--- config.mk ---
export PLATFORM = sky130hd
export DESIGN_NAME = msrv32_pc_sequencer
export DESIGN_NICKNAME = d
export VERILOG_FILES = /design/src/rtl/msrv32_pc_sequencer.sv
export SDC_FILE = /design/constraint.sdc
export NUM_CORES = 1
export LEC_CHECK = 0
export CORE_MARGIN = 8
export CORE_UTILIZATION = 44
export CTS_BUF_LIST = sky130_fd_sc_hd__clkbuf_4
export DETAILED_ROUTE_END_ITERATION = 10
export HOLD_SLACK_MARGIN = 0.06
export PLACE_DENSITY = 0.95
export SYNTH_ARGS = -nofsm -noshare
export SYNTH_HDL_FRONTEND = slang
export SYNTH_SLANG_ARGS = --single-unit
--- constraint.sdc ---
create_clock -name clk_in -period 4.6 [get_ports clk_in]
set_input_delay 0.46 -clock clk_in [delete_from_list [all_inputs] [get_ports clk_in]]
set_output_delay 0.46 -clock clk_in [all_outputs]
set_load 0.05 [all_outputs]
--- src/rtl/msrv32_pc_sequencer.sv ---
// Fetch-stage PC sequencer: picks the next fetch address, holds the architectural PC, and freezes on misaligned targets.
// Define MSRV32_RVC_ALIGN_EN to accept halfword-aligned control-transfer targets (no misaligned trap).
module msrv32_pc_sequencer #(
  parameter int              XLEN      = 32,
  parameter logic [XLEN-1:0] BOOT_ADDR = '0
) (
  input  logic            clk_in,
  input  logic            rst_n_in,
  input  logic [XLEN-1:0] iadder_in,
  input  logic            branch_taken_in,
  input  logic [1:0]      pc_src_in,
  input  logic [XLEN-1:0] epc_in,
  input  logic [XLEN-1:0] trap_address_in,
  input  logic            ahb_ready_in,
  output logic [XLEN-1:0] pc_out,
  output logic [XLEN-1:0] pc_plus_4_out,
  output logic [XLEN-1:0] i_addr_out,
  output logic            misaligned_instr_out,
  output logic            flush_out
);

  typedef enum logic [1:0] {
    ST_BOOT      = 2'd0,
    ST_RUN       = 2'd1,
    ST_TRAP_WAIT = 2'd2
  } state_t;

  localparam logic [1:0] SRC_BOOT   = 2'b00;
  localparam logic [1:0] SRC_EPC    = 2'b01;
  localparam logic [1:0] SRC_TRAP   = 2'b10;
  localparam logic [1:0] SRC_NORMAL = 2'b11;

  state_t          r_state;
  state_t          w_state_nxt;
  logic [XLEN-1:0] r_pc;
  logic [XLEN-1:0] w_pc_nxt;
  logic            r_flush;
  logic            w_flush_nxt;
  logic [XLEN-1:0] w_target;
  logic [XLEN-1:0] w_pc_plus_4;
  logic [XLEN-1:0] w_next_pc;
  logic            w_misaligned;

  // JALR rule: bit 0 of the target is always discarded.
  assign w_target    = iadder_in & {{(XLEN-1){1'b1}}, 1'b0};
  assign w_pc_plus_4 = r_pc + 32'd4;

`ifdef MSRV32_RVC_ALIGN_EN
  assign w_misaligned = 1'b0;
`else
  assign w_misaligned = (r_state == ST_RUN) && (pc_src_in == SRC_NORMAL) &&
                        branch_taken_in && w_target[1];
`endif

  always_comb begin
    w_next_pc = w_pc_plus_4;
    if (r_state == ST_BOOT)
      w_next_pc = BOOT_ADDR;
    else if (pc_src_in == SRC_TRAP)
      w_next_pc = trap_address_in;
    else if (pc_src_in == SRC_EPC)
      w_next_pc = epc_in;
    else if (pc_src_in == SRC_BOOT)
      w_next_pc = BOOT_ADDR;
    else if (branch_taken_in && !w_misaligned)
      w_next_pc = w_target;
  end

  // A stalled bus freezes every register, including the flush flag.
  always_comb begin
    w_state_nxt = r_state;
    w_pc_nxt    = r_pc;
    w_flush_nxt = r_flush;
    if (ahb_ready_in) begin
      case (r_state)
        ST_BOOT: begin
          w_state_nxt = ST_RUN;
          w_pc_nxt    = BOOT_ADDR;
          w_flush_nxt = 1'b1;
        end
        ST_RUN: begin
          if (w_misaligned) begin
            w_state_nxt = ST_TRAP_WAIT;
            w_flush_nxt = 1'b0;
          end else begin
            w_pc_nxt    = w_next_pc;
            w_flush_nxt = (pc_src_in != SRC_NORMAL) || branch_taken_in;
          end
        end
        ST_TRAP_WAIT: begin
          if (pc_src_in == SRC_TRAP) begin
            w_state_nxt = ST_RUN;
            w_pc_nxt    = trap_address_in;
            w_flush_nxt = 1'b1;
          end else begin
            w_flush_nxt = 1'b0;
          end
        end
        default: begin
          w_state_nxt = ST_BOOT;
          w_pc_nxt    = BOOT_ADDR;
          w_flush_nxt = 1'b1;
        end
      endcase
    end
  end

  always_ff @(posedge clk_in or negedge rst_n_in) begin
    if (!rst_n_in) begin
      r_state <= ST_BOOT;
      r_pc    <= BOOT_ADDR;
      r_flush <= 1'b1;
    end else begin
      r_state <= w_state_nxt;
      r_pc    <= w_pc_nxt;
      r_flush <= w_flush_nxt;
    end
  end

  // The misaligned flag is sticky for as long as fetch is frozen in TRAP_WAIT.
  assign pc_out               = r_pc;
  assign pc_plus_4_out        = w_pc_plus_4;
  assign flush_out            = r_flush;
  assign i_addr_out           = (r_state == ST_TRAP_WAIT) ? r_pc : w_next_pc;
  assign misaligned_instr_out = w_misaligned || (r_state == ST_TRAP_WAIT);

endmodule

Word level (Yosys, flattened, before mapping)
Index checks and enable logic that the tools add are counted.

storage, ports and cells
  flip-flop bits (word level) = 35
  bits in latches = 0
  RAM bits = 0
  bits in read-only memories = 0
  bits of input ports = 102
  output and inout port bits = 98
  word-level logic and storage cells = 39
  memories kept = 0

cells by class
  $add $sub $neg = 1
  multiply operators = 0
  div/mod/pow operators = 0
  magnitude comparators = 0
  eq/ne operators = 9
  shift operators = 0
  multiplexer cells = 15
  bitwise operators = 0
  reductions and logical operators = 11

operators by type and width
  operator               count
  $mux 32                8
  $pmux 32 s2            1
  $add 32x3->32 const B  1
  $ne 2x2->1 const B     4
  $eq 2x2->1 const B     3
  $pmux 2 s3             1
  $reduce_and 3->1       2
  $eq 2x1->1 const B     2
  $logic_and 1x1->1      4
  $logic_not 2->1        2
  $mux 2                 2
  $logic_or 1x1->1       2
  $mux 1                 2
  $pmux 1 s2             1
  $logic_not 1->1        1

Depth between registers and ports, before layout
Gate-level depths: netlist of run 1.

  depth after elaboration = 13
  mapped depth = 10
  depth with buffers taken out = 8

Worst setup path before layout of run 1
OpenSTA, ideal clock, no wires.

  path type = flip-flop to output port
  from = register r_pc[4], in the netlist pc_out[4]
  to = output port i_addr_out[26]
  arrival time = 4.177 ns
  required time = 4.140 ns
  path slack = -0.037 ns
  stages on the path, launching flop included = 8
  buffers on the path = 1
  cell sequence = dfrtp_1 buf_2 nand3_1 nor4_2 nand3_1 xnor2_1 a222oi_1 o31ai_1

between the ends
  word-level cells in the longest chain between the ends = 7

RTL lines
  element                   line  source
  start: declaration        35    logic [XLEN-1:0] r_pc;
  start signal: assignment  115   r_pc <= w_pc_nxt;
  $add 32x3->32             46    assign w_pc_plus_4 = r_pc + 32'd4;
  via pc_plus_4_out[26]     16    output logic [XLEN-1:0] pc_plus_4_out,
  $mux 32                   65    else if (branch_taken_in && !w_misaligned)
  $mux 32                   63    else if (pc_src_in == SRC_BOOT)
  $mux 32                   61    else if (pc_src_in == SRC_EPC)
  $mux 32                   59    else if (pc_src_in == SRC_TRAP)
  $mux 32                   57    if (r_state == ST_BOOT)
  $mux 32                   124   assign i_addr_out = (r_state == ST_TRAP_WAIT) ? r_pc : w_next_pc;
  end: declaration          17    output logic [XLEN-1:0] i_addr_out,

The timed path passes the listed nets, and every way through them passes these cells.

Final worst setup path of run 1
  from = register r_pc[4], in the netlist pc_out[4]
  to = output port pc_plus_4_out[30]

between the ends
  word-level cells in the longest chain between the ends = 1

RTL lines
  element           line
  $add 32x3->32     46
  end: declaration  16

Every way passes these cells.

==> results of run 1 <==
-- final cells by class --
type,count,area (µm²)
inverter,13,48.8
tap,105,131
sequential,35,877
multi-input combinational,405,2550
timing repair buffer,211,2330
clock inverter,2,8.76
clock buffer,6,45.0
fill,615,2100
-- layout by cell type, fill, tap and decap left out, types with 15 or more instances in the layout --
| master | instances |
|---|---|
| clkdlybuf4s50_1 | 165 |
| nand2_1 | 78 |
| o21ai_0 | 56 |
| a22oi_1 | 35 |
| dfrtp_1 | 34 |
| buf_12 | 27 |
| nor2_1 | 24 |
| a21oi_1 | 20 |
| buf_4 | 18 |
| nand3_1 | 15 |
| o31ai_1 | 15 |
-- sequential cells by signal (all words and copies together), names as in the netlist --
signal / count
flush_out: 1
pc_out: 32
r_state: 2
-- cell families after synthesis --
logic type / after synthesis
xor gates and xnor gates: 24
buffers and inverters: 57
AOI/OAI and AO/OA: 190
adders and majority gates: 6
muxes: 9
and+or+nand+nor: 176
DFF: 35
-- worst max-delay path, cell delays in order (launching register included) --
cell,delay (ns)
dfrtp_1,0.60
nand3_1,0.39
nor4_2,0.77
nand4_1,0.20
xnor2_1,0.26
clkdlybuf4s50_1,0.86
-- report_power, final --
part	switching (mW)	internal (mW)	total (mW)
clock network	0.112	0.0635	0.176
logic	1.56	0.897	2.46
registers	0.157	0.390	0.547
-- through the flow --
step                utilization  hold WS, ns
finish                    0.741        0.226
global route              0.741        0.259
CTS                       0.741        0.239
detailed placement        0.734        0.498
global placement          0.734        0.486
floorplan                     -        0.164
-- final timing paths --
check | start | to | cells past startpoint
worst max-delay path | pc_out[4] | pc_plus_4_out[30] | 5
worst min-delay path | rst_n_in | pc_out[19] | 1
max in group asynchronous | rst_n_in | pc_out[20] | 1
min in group clk_in | flush_out | flush_out | 2
worst min register to register | flush_out | flush_out | 2
worst max register to register | pc_out[4] | pc_out[26] | 6
-- metal layers --
| metal | global-route usage | vias up |
|---|---|---|
| met5 | 0 | - |
| met4 | 0.156 | 2 |
| met3 | 0.0804 | 62 |
| met2 | 0.477 | 368 |
| met1 | 0.342 | 2334 |
| li1 | - | 2206 |
==> flow_summary.json, run 1 <==
{
  "regToRegSetupSlack_ns": 1.64,
  "grt_max_degree": 36,
  "place.gp.congestion": 0.892,
  "hold_viol": 0,
  "met2_wirelength_um": 8180,
  "ys_async_sr_fraction": 1.00,
  "drt_iter0_markers": 387,
  "synthDistinctLibCells": 63,
  "viasPerCell": 6.40,
  "vias": 4972,
  "die_y_um": 107,
  "grt_pass1_wl_um": 26900,
  "clkSlewWorstSetupHoldPaths_ns": 0.13,
  "maxUsedRoutingLayer": "met5",
  "htreeDepth": 2,
  "wl_um": 17300,
  "synth_compound_area_frac": 0.347,
  "crit_type": "flop to primary output",
  "period_minus_slack_ns": 3.88,
  "ir_drop_uv": 407,
  "cp_max_fo": 8,
  "relSlewSlack": 0.168,
  "synth_top_family_by_area": "compound AO/OA/AOI/OAI gates",
  "arrival_ns": 3.42,
  "avgSynthCellArea_um2": 7.29,
  "ys_seq_elements": 35,
  "maxSlewViolCount": 0,
  "synth_area_um2": 3620,
  "dieWidth_um": 107,
  "cts-resized-gates": 0,
  "cts_root_buf": "clkbuf_4",
  "grt_overflow": 0,
  "wl_met1_um": 6380,
  "synth_most_common_cell": "nand2_1",
  "fin_crit_sh": 0.844,
  "critPathRequiredTime_ns": 4.14,
  "drc": 0,
  "cts_inserted_buffers": 5,
  "status": "finished clean",
  "grt_pass1_vias": 5086,
  "setup_viol": 0,
  "synth.area.top_cells": "dfrtp_1 (23%), nand2_1 (8.1%), o21ai_0 (7.9%)",
  "clk_latency_ns": 0.34,
  "synthAdderAreaFrac": 0.0207,
  "start_util": 0.448,
  "diodes": 0,
  "hold_path_class": "primary input to async pin",
  "placed_cells": 769,
  "setup_tns_ns": 0,
  "fmax_mhz": 258,
  "syn_inst": 497,
  "maxCapViolCount": 0,
  "setup_ws_ns": 0.717,
  "ctsHoldBuffers": 0,
  "antenna_found_initial": 1,
  "synth_flop_cell": "dfrtp_1",
  "drive_above_1_share": 0.115,
  "ys_seq_area_frac": 0.242,
  "fin_worst_skew_ns": 0.0203,
  "synth_mux_area_frac": 0.0266,
  "synth_edf_count": 0,
  "drtAntennaViolNets": 0,
  "nNetsFinal": 779,
  "pwr_density_cell_nw_per_um2": 531,
  "synth_top_area_frac": 0.235,
  "yosys.area.top_type": "dfrtp_1",
  "drtPass1Iterations": 7,
  "critical_path.endpoint_type": "primary output",
  "wl_per_cell_um": 22.3,
  "fin_cells": 777,
  "synth_xor_area_frac": 0.0601,
  "cp-start-kind": "flop",
  "pin_count": 200,
  "numPortBuffers": 198,
  "rows": 33,
  "yosys.area_share.simple": 0.242,
  "cts_tree": "done",
  "syn_nets": 605,
  "die-area_um2": 11400,
  "totalPowerFinal_mw": 3.18,
  "place_area_um2": 5940,
  "cts.sinks": 35,
  "area_growth_pct": 65.3,
  "fin_area_um2": 5990,
  "netlist_top_cells_count": "nand2_1 (78), o21ai_0 (57), clkbuf_1 (37), a22oi_1 (35), dfrtp_1 (34)",
  "dp_hpwl_um": 13200,
  "place_ws_ns": 0.882,
  "core_um2": 8090,
  "cellLeakagePower_nw": 2.31,
  "worst_pin_slew_ns": 1.25,
  "ys_warn_count": 0,
  "dr_wl_met3_um": 1970,
  "track_usage": 0.292,
  "clockBufferDepth": 2,
  "rsz0062_at_grt": "no",
  "cts_setup_buffers": 0
}
No activity file was read; power rests on OpenSTA's default activity.
==> run 2, diff against run 1 <==
--- a/config.mk
+++ b/config.mk
@@ -6,7 +6,7 @@
 export NUM_CORES = 1
 export LEC_CHECK = 0
 export CORE_MARGIN = 8
-export CORE_UTILIZATION = 44
+export CORE_UTILIZATION = 41
 export CTS_BUF_LIST = sky130_fd_sc_hd__clkbuf_4
 export DETAILED_ROUTE_END_ITERATION = 10
 export HOLD_SLACK_MARGIN = 0.06
==> constraint.sdc (replaced) <==
create_clock -name clk_in -period 4 [get_ports clk_in]
set_input_delay 0.4 -clock clk_in [delete_from_list [all_inputs] [get_ports clk_in]]
set_output_delay 0.4 -clock clk_in [all_outputs]
set_load 0.05 [all_outputs]
==> flow_summary.json, run 2 (synthesized netlist as in run 1, its figures left out) <==
{
  "vias": 5024,
  "setup_viol": 0,
  "cellLeakagePower_nw": 2.35,
  "cts-resized-gates": 0,
  "placed_cells": 773,
  "seq_power_share": 0.170,
  "period_minus_slack_ns": 3.80,
  "grt_max_degree": 38,
  "critical_path.endpoint_type": "primary output",
  "clkSlewWorstSetupHoldPaths_ns": 0.13,
  "htreeDepth": 2,
  "fillCellCount": 658,
  "dieWidth_um": 110,
  "die_y_um": 110,
  "arrival_ns": 3.40,
  "fin_cells": 781,
  "grt_pass1_wl_um": 26700,
  "grt_overflow": 0,
  "p_sw_frac": 0.577,
  "relSlewSlack": 0.414,
  "power_switching_mw": 2.14,
  "maxSlewViolCount": 0,
  "final_cell_mix": "clkdlybuf4s50_1 (164), nand2_1 (78), o21ai_0 (51)",
  "die-area_um2": 12100,
  "cts_inserted_buffers": 5,
  "largest_register_ffs": 32,
  "drc": 0,
  "crit_path_start": "pc_out[4]",
  "maxCapViolCount": 0,
  "diodes": 0,
  "track_usage": 0.281,
  "cts.sinks": 35,
  "clk_latency_ns": 0.35,
  "critPathRequiredTime_ns": 3.60,
  "hold_viol": 0,
  "cts_tree": "done",
  "core_um2": 8640,
  "cts_root_buf": "clkbuf_4",
  "wl_um": 18000,
  "worst_pin_slew_ns": 0.879,
  "cp-start-kind": "flop",
  "totalPowerFinal_mw": 3.71,
  "setup_tns_ns": 0,
  "status": "finished clean",
  "ctsHoldBuffers": 0,
  "pin_count": 200,
  "crit_type": "flop to primary output",
  "pwr-share-comb": 0.775,
  "numPortBuffers": 198,
  "start_util": 0.420,
  "area_growth_pct": 66.9,
  "place.gp.congestion": 0.907,
  "fin_worst_skew_ns": 0.0150,
  "drtPass1Iterations": 5,
  "drt_iter0_markers": 448,
  "drtAntennaViolNets": 0,
  "cp_max_fo": 8,
  "cts_setup_buffers": 0,
  "fin_crit_sh": 0.951,
  "nNetsFinal": 780,
  "internal_power_mw": 1.57,
  "antenna_found_initial": 1,
  "rsz0062_at_grt": "no",
  "wl_per_cell_um": 23.0,
  "clockBufferDepth": 2,
  "viasPerCell": 6.43,
  "hold_path_class": "primary input to async pin",
  "grt_pass1_vias": 5019,
  "dp_hpwl_um": 13500,
  "clkPwrFrac": 0.055,
  "pwr_density_cell_nw_per_um2": 613,
  "drive_above_1_share": 0.129,
  "final_common_cell": "clkdlybuf4s50_1",
  "fin_util": 0.700,
  "ir_drop_uv": 620,
  "fmax_mhz": 263,
  "rows": 34,
  "r2r-start": "r_state[0]"
}
==> run 2: changes by cell type in the layout (fill, tap and decap cells not counted), sizes merged <==
cell           delta
clkdlybuf4s50     -1
buf               +2
==> run 2: routing by layer <==
| layer | track usage | routed length (µm) | vias to the layer above |
|---|---|---|---|
| met5 | 0 | 12 | - |
| met4 | 0.146 | 859 | 2 |
| met3 | 0.0744 | 2140 | 70 |
| met2 | 0.468 | 8560 | 358 |
| met1 | 0.325 | 6430 | 2389 |
| li1 | - | - | 2205 |
==> run 2: layout make-up <==
class	count	area, µm²	area share
clock buffer	6	45.0	0.00745
clock inverter	2	7.51	0.00124
inverter	13	48.8	0.00807
multi-input combinational	405	2600	0.429
sequential	35	877	0.145
tap	108	135	0.0223
timing repair buffer	212	2340	0.386
==> run 2: per-stage QoR <==
step / area [µm²] / hold slack, ns / worst slack [ns]
CTS: 6050 / 0.176 / 0.215
detailed placement: 6000 / 0.483 / 0.605
global route: 6050 / 0.198 / 0.0347
finish: 6050 / 0.161 / 0.197
floorplan: 3680 / 0.104 / -0.164
global placement: 6000 / 0.484 / 0.696
==> run 2: worst paths after layout <==
| check | slack (ns) | to | depth (start not counted) |
|---|---|---|---|
| setup / recovery | 0.20 | pc_plus_4_out[30] | 5 |
| hold / removal | 0.16 | pc_out[13] | 1 |
| setup reg to reg | 0.91 | pc_out[11] | 7 |
| hold reg to reg | 0.50 | flush_out | 2 |
| max in group asynchronous | 3.29 | pc_out[28] | 1 |
| min in group clk_in | 0.50 | flush_out | 2 |
==> run 2: critical path, stage by stage (launching register included) <==
cell,delay (ns)
dfrtp_1,0.59
nand3_1,0.37
nor4_2,0.73
nand4_1,0.26
xnor2_2,0.26
clkdlybuf4s50_1,0.85
==> run 2: power by group through the flow <==
stage | combinational, mW | sequential (mW) | clock (mW)
CTS | 2.86 | 0.627 | 0.203
finish | 2.87 | 0.632 | 0.204
floorplan | 1.43 | 0.868 | 0
global placement | 2.81 | 0.620 | 0
detailed placement | 2.86 | 0.633 | 0
global route | 2.98 | 0.650 | 0.217
